**config.mk**
```make
export PLATFORM = sky130hd
export DESIGN_NAME = bless_age_router
export DESIGN_NICKNAME = d
export VERILOG_FILES = /design/src/rtl/bless_age_router.sv
export SDC_FILE = /design/constraint.sdc
export NUM_CORES = 2
export LEC_CHECK = 0
export CAP_MARGIN = 20
export CELL_PAD_IN_SITES_DETAIL_PLACEMENT = 1
export CELL_PAD_IN_SITES_GLOBAL_PLACEMENT = 1
export CORE_AREA = 2 2 604 606
export DETAILED_ROUTE_END_ITERATION = 6
export DIE_AREA = 0 0 606 608
export GPL_TIMING_DRIVEN = 0
export HOLD_SLACK_MARGIN = 0.15
export PLACE_DENSITY = 0.45
export SYNTH_ARGS = -nofsm -noshare
export SYNTH_HDL_FRONTEND = slang
export SYNTH_SLANG_ARGS = --single-unit
```
**constraint.sdc**
```tcl
create_clock -name clk -period 18.4 [get_ports clk]
set_input_delay 1.84 -clock clk [delete_from_list [all_inputs] [get_ports clk]]
set_output_delay 1.84 -clock clk [all_outputs]
set_load 0.02 [all_outputs]
```
**src/rtl/bless_age_router.sv**
```systemverilog
// Bufferless deflection router, 5 ports (N,E,S,W,Local), oldest-first allocation.
// Latency: control word 1 cycle, data word 1 cycle after its control word.
// Backpressure: none on network ports (never dropped); port4_ready flags accepted injection.
//
// Ports:
//   clk, rst             clock, synchronous active-high reset
//   portN_ci / portN_co  28-bit control word in / registered out (N = 0..4)
//   portN_di / portN_do  128-bit data word in / registered out, one cycle behind control
//   port4_ready          combinational: valid port4_ci accepted this cycle
module bless_age_router #(
   parameter int MY_X = 0,
   parameter int MY_Y = 0
) (
   input  logic          clk,
   input  logic          rst,
   input  logic [27:0]   port0_ci,
   input  logic [27:0]   port1_ci,
   input  logic [27:0]   port2_ci,
   input  logic [27:0]   port3_ci,
   input  logic [27:0]   port4_ci,
   output logic [27:0]   port0_co,
   output logic [27:0]   port1_co,
   output logic [27:0]   port2_co,
   output logic [27:0]   port3_co,
   output logic [27:0]   port4_co,
   input  logic [127:0]  port0_di,
   input  logic [127:0]  port1_di,
   input  logic [127:0]  port2_di,
   input  logic [127:0]  port3_di,
   input  logic [127:0]  port4_di,
   output logic [127:0]  port0_do,
   output logic [127:0]  port1_do,
   output logic [127:0]  port2_do,
   output logic [127:0]  port3_do,
   output logic [127:0]  port4_do,
   output logic          port4_ready
);

   localparam logic [3:0] MX = MY_X[3:0];
   localparam logic [3:0] MY = MY_Y[3:0];

   logic [27:0]  ci [5];
   logic [127:0] di [5];

   assign ci[0] = port0_ci;
   assign ci[1] = port1_ci;
   assign ci[2] = port2_ci;
   assign ci[3] = port3_ci;
   assign ci[4] = port4_ci;
   assign di[0] = port0_di;
   assign di[1] = port1_di;
   assign di[2] = port2_di;
   assign di[3] = port3_di;
   assign di[4] = port4_di;

   // XY dimension-order route: resolve X first, then Y, else local.
   function automatic logic [2:0] xy_route(input logic [7:0] dst);
      logic [3:0] dx;
      logic [3:0] dy;
      dx = dst[7:4];
      dy = dst[3:0];
      if (dx > MX)      xy_route = 3'd1;
      else if (dx < MX) xy_route = 3'd3;
      else if (dy > MY) xy_route = 3'd2;
      else if (dy < MY) xy_route = 3'd0;
      else              xy_route = 3'd4;
   endfunction

   // Lowest-index free network output; callers guarantee one exists.
   function automatic logic [2:0] lowest_free(input logic [4:0] busy);
      lowest_free = 3'd0;
      for (int k = 3; k >= 0; k--) begin
         if (!busy[k]) lowest_free = k[2:0];
      end
   endfunction

   logic [4:0]  vld;
   logic [10:0] age   [5];
   logic [2:0]  route [5];
   logic [2:0]  rank  [4];

   always_comb begin
      for (int i = 0; i < 5; i++) begin
         vld[i]   = ci[i][27];
         age[i]   = ci[i][26:16];
         route[i] = xy_route(ci[i][7:0]);
      end
   end

   // Priority rank among valid network inputs: 0 is the winner.
   // A flit outranks another if older, or equally old on a lower port.
   always_comb begin
      for (int i = 0; i < 4; i++) begin
         rank[i] = 3'd0;
         for (int j = 0; j < 4; j++) begin
            if (j != i && vld[j] &&
                (age[j] > age[i] || (age[j] == age[i] && j < i)))
               rank[i] = rank[i] + 3'd1;
         end
      end
   end

   logic [4:0] busy;
   logic [4:0] out_vld;
   logic [2:0] out_src [5];
   logic       ejected;
   logic [2:0] sel;

   // Allocation in rank order. Network flits always fit: at most four
   // of them compete for outputs 0-3 and only one can take output 4.
   always_comb begin
      busy        = 5'b0;
      out_vld     = 5'b0;
      ejected     = 1'b0;
      sel         = 3'd0;
      port4_ready = 1'b0;
      for (int o = 0; o < 5; o++) out_src[o] = 3'd0;

      for (int r = 0; r < 4; r++) begin
         for (int i = 0; i < 4; i++) begin
            if (vld[i] && rank[i] == r[2:0]) begin
               if (route[i] == 3'd4 && !ejected) begin
                  sel     = 3'd4;
                  ejected = 1'b1;
               end else if (route[i] != 3'd4 && !busy[route[i]]) begin
                  sel = route[i];
               end else begin
                  sel = lowest_free(busy);
               end
               busy[sel]    = 1'b1;
               out_vld[sel] = 1'b1;
               out_src[sel] = i[2:0];
            end
         end
      end

      // Injection only into a leftover network output; never ejects.
      if (vld[4] && !(&busy[3:0])) begin
         port4_ready = 1'b1;
         if (route[4] != 3'd4 && !busy[route[4]]) sel = route[4];
         else                                     sel = lowest_free(busy);
         busy[sel]    = 1'b1;
         out_vld[sel] = 1'b1;
         out_src[sel] = 3'd4;
      end
   end

   logic [27:0]  co_d     [5];
   logic [27:0]  co_q     [5];
   logic         map_vld_q[5];
   logic [2:0]   map_src_q[5];
   logic [127:0] do_q     [5];
   logic [10:0]  age_inc;

   always_comb begin
      age_inc = 11'd0;
      for (int o = 0; o < 5; o++) begin
         co_d[o] = 28'd0;
         if (out_vld[o]) begin
            age_inc = (age[out_src[o]] == 11'h7FF) ? 11'h7FF : age[out_src[o]] + 11'd1;
            co_d[o] = {1'b1, age_inc, ci[out_src[o]][15:0]};
         end
      end
   end

   // Control and data pipelines are independent: the map registered with
   // a control word steers the data beat arriving on the following cycle.
   always_ff @(posedge clk) begin
      if (rst) begin
         for (int o = 0; o < 5; o++) begin
            co_q[o]      <= 28'd0;
            map_vld_q[o] <= 1'b0;
            map_src_q[o] <= 3'd0;
            do_q[o]      <= 128'd0;
         end
      end else begin
         for (int o = 0; o < 5; o++) begin
            co_q[o]      <= co_d[o];
            map_vld_q[o] <= out_vld[o];
            map_src_q[o] <= out_src[o];
            do_q[o]      <= map_vld_q[o] ? di[map_src_q[o]] : 128'd0;
         end
      end
   end

   assign port0_co = co_q[0];
   assign port1_co = co_q[1];
   assign port2_co = co_q[2];
   assign port3_co = co_q[3];
   assign port4_co = co_q[4];
   assign port0_do = do_q[0];
   assign port1_do = do_q[1];
   assign port2_do = do_q[2];
   assign port3_do = do_q[3];
   assign port4_do = do_q[4];

endmodule

```
==> impl_metrics.toml <==
[run_status]
outcome = "finished, violations left"
violations = "slew limit"

[sta]
setup_viol = 0
rsz0062_at_grt = "no"
slew_headroom_pct = -6.419
finalHoldWorstSlack_ps = 860.4
period_needed_ps = 17670
fin_ws_ps = 730.8
fin_skew_ps = 108.3
worst_pin_slew_ps = 1596
tns_ps = 0
hold_viol_final = 0
drv_slew = 2
clock.fmax_ghz = 0.05660
fin_crit_sh_pct = 96.03

[setup_path]
crit_buf_inv = 11
crit_start = "port1_ci[17]"
start_kind = "input port"
worst-r2r-setup-slack_ps = 14200
endpoint = "co_q[0][20]"
r2r-end = "do_q[0][591]"
end_kind = "flop"
crit_type = "input port to flop"
max_stage_delay_ps = 700
crit_family = "compound AO/OA/AOI/OAI gates"
r2r-start = "map_src_q[0][12]"
cp_max_fo = 10
path_common_cell = "o21ai_0"
worst_r2r_path_depth = 6
critPathRequiredTime_ps = 19080
cp_data_arrival_time_ps = 18350
slowest_stage = "clkdlybuf4s50_1"
crit_cells = 65

[floorplanning]
core_um2 = 361700
die_area_um2 = 368400
io_pins = 1563
start_util_pct = 14.33
dieHeight_um = 608
row_count = 221
die_w_um = 606

[place]
port_buffers = 1561
routabilityCongestion = 1.007
hpwl_mm = 423.8
preCtsSetupSlack_ps = -2561
place_area_um2 = 74500

[synthesis]
synthArstFlopShare_pct = 0
yosysWarnings = 0
ys_ff_latch = 795
post_synth_num_cell_types = 122
syn-instance-count = 5045
avgSynthCellArea_um2 = 10.27
netlist_area_um2 = 51810
yosysSeqAreaShare_pct = 30.72
ys.flop_type = "dfxtp_1"
synth-edff-count = 0

[finish]
postLayoutCoreUtil_pct = 22.03
fillers = 41300
drive_gt1_share_pct = 17.17
multi_input_area_um2 = 34160
seq_area_um2 = 15920
post-route-cell-area_um2 = 79690
final_nets = 7691
syn_to_final_growth_pct = 53.80

[clock_network]
clock_tree.buffer_depth = 4
cts_hold_buf = 0
cts_made_buffers = 118
root_buffer = "clkbuf_16"
path_clk_slew_ps = 70
tritoncts = "yes"
htreeDepth = 3
clock_sinks = 795
clock_latency_ps = 910

[global_routing]
grt_use_total_pct = 26.25
grt_max_degree = 19
grt.overflow.total = 0
grt_pass1_wl_mm = 638.4
grt_pass1_vias = 58770
antenna_found_initial = 244

[power_and_ir_drop]
p_sw_mw = 4.173
leakage_nw = 27.60
power_frac_comb_pct = 50.8
p_int_mw = 5.148
power.density_nw_per_um2 = 117.0
vdd_drop_max_v = 0.00008236
clkPwrFrac_pct = 26.4
power_frac_seq_pct = 22.7
switching_share_pct = 44.77

[drt]
dr_total_vias = 58910
first_pass_iters = 6
drt.antenna.violating_nets = 0
drcViolationCount = 0
routedWlPerCell_um = 42.52
routed_wirelength_mm = 503.4
viasPerCell = 4.977
drt_iter0_markers = 6464

[job]
maxCapViolations = 0

[worst_hold_path]
hp-class = "flop to flop"
-- tightest hold or removal path: cells and delay by family, from the launching register on --
kind	cells	cell delay [ps]
buffers and inverters	1	290
DFF	1	330
and+or+nand+nor	2	260
-- layout by cell type, fill, tap and decap left out, types with 32 or more instances in the layout --
| master | synthesis | final |
|---|---|---|
| o21ai_0 | 107 | 105 |
| clkbuf_16 | 0 | 118 |
| clkdlybuf4s50_1 | 0 | 1558 |
| nand2_1 | 291 | 291 |
| o211ai_1 | 39 | 39 |
| buf_1 | 94 | 90 |
| diode_2 | 0 | 121 |
| mux4_2 | 664 | 664 |
| mux2i_1 | 101 | 100 |
| buf_8 | 0 | 47 |
| a21oi_1 | 193 | 190 |
| ha_1 | 79 | 79 |
| nor3_1 | 46 | 46 |
| a22oi_1 | 646 | 646 |
| nand3_1 | 91 | 90 |
| inv_1 | 71 | 71 |
| clkbuf_1 | 331 | 306 |
| mux2_2 | 35 | 35 |
| nor2b_1 | 32 | 32 |
| nor2_1 | 831 | 828 |
| dfxtp_1 | 795 | 795 |
| a211oi_1 | 54 | 52 |
| clkbuf_2 | 0 | 33 |
-- how the worst min path moves through the flow --
stage | from | end | slack [ps] | cells after the start
floorplan | map_src_q[0][5] | do_q[0][128] | 770 | 4
global placement | map_src_q[0][14] | do_q[0][559] | 1060 | 4
detailed placement | map_vld_q[0][1] | do_q[0][135] | 910 | 3
CTS | map_vld_q[0][1] | do_q[0][135] | 870 | 3
global route | map_vld_q[0][1] | do_q[0][135] | 920 | 3
finish | map_vld_q[0][1] | do_q[0][135] | 860 | 3
-- layout make-up --
cell class	count	share of cell area, %
clock inverters	71	1.091
flip-flops and latches	795	19.97
multi-input cells	3730	42.87
well taps	4794	7.527
plain buffers	454	2.332
diodes	121	0.3800
clock buffers	142	4.020
inverters	72	0.3392
repair buffers	1659	21.47
-- power groups by stage --
stage	registers, mW	logic (mW)	clock network [mW]
floorplan	2.36	2.01	0
global placement	2.15	4.56	0
detailed placement	2.16	4.63	0
CTS	2.12	4.66	2.55
global route	2.13	4.92	2.60
finish	2.12	4.74	2.46
-- state kept, by name (all words and copies together), names as in the netlist --
register   count
co_q         135
do_q         640
map_src_q     15
map_vld_q      5
-- logic make-up (layout without fill, tap and decap cells) --
group	after synthesis	after routing	synth area share, %
and+or+nand+nor	1462	1462	12.28
muxes	800	800	31.57
adders and majority gates	80	80	1.927
DFF	795	795	30.72
xor gates and xnor gates	38	38	0.6424
buffers and inverters	528	2398	4.023
other	1	130	0.007238
AOI/OAI and AO/OA	1341	1341	18.82
-- synth_stat cells (all sizes together) (28+ instances only) --
cell	number	area share, %
o21ai	130	1.3
mux4	664	29
clkbuf	332	2.4
o31ai	29	0.55
o211ai	41	0.61
nor3	52	0.60
a22oi	647	9.4
a211oi	56	0.83
mux2i	101	2.0
nor2	833	6.1
xnor2	28	0.47
dfxtp	795	31
mux2	35	0.76
inv	72	0.52
ha	79	1.9
nor2b	32	0.39
buf	122	1.1
nand3	91	0.88
a21oi	203	2.0
nand2	292	2.1
-- per-stage QoR --
step,power [mW],cells
floorplan,4.368,5053
global placement,6.713,11410
detailed placement,6.788,11460
CTS,9.334,11680
global route,9.657,11790
finish,9.321,11840
-- what timing repair did --
action                                  4_1_cts  5_1_grt
resized for setup                            26       47
hold endpoints to repair                      0        0
endpoints found under the setup margin       50       73
buffers inserted                              3        9
pin swaps                                     1        8
cloned                                        0        0
-- per-layer routing --
metal / routed length (um) / share of wire (%) / GRT usage, %
met4: 37040 / 7.4 / 16.72
met3: 43300 / 8.6 / 7.608
met1: 181700 / 36 / 28.99
met5: 283 / 0.056 / 0
met2: 241000 / 48 / 44.00
No activity file was read; power rests on OpenSTA's default activity.
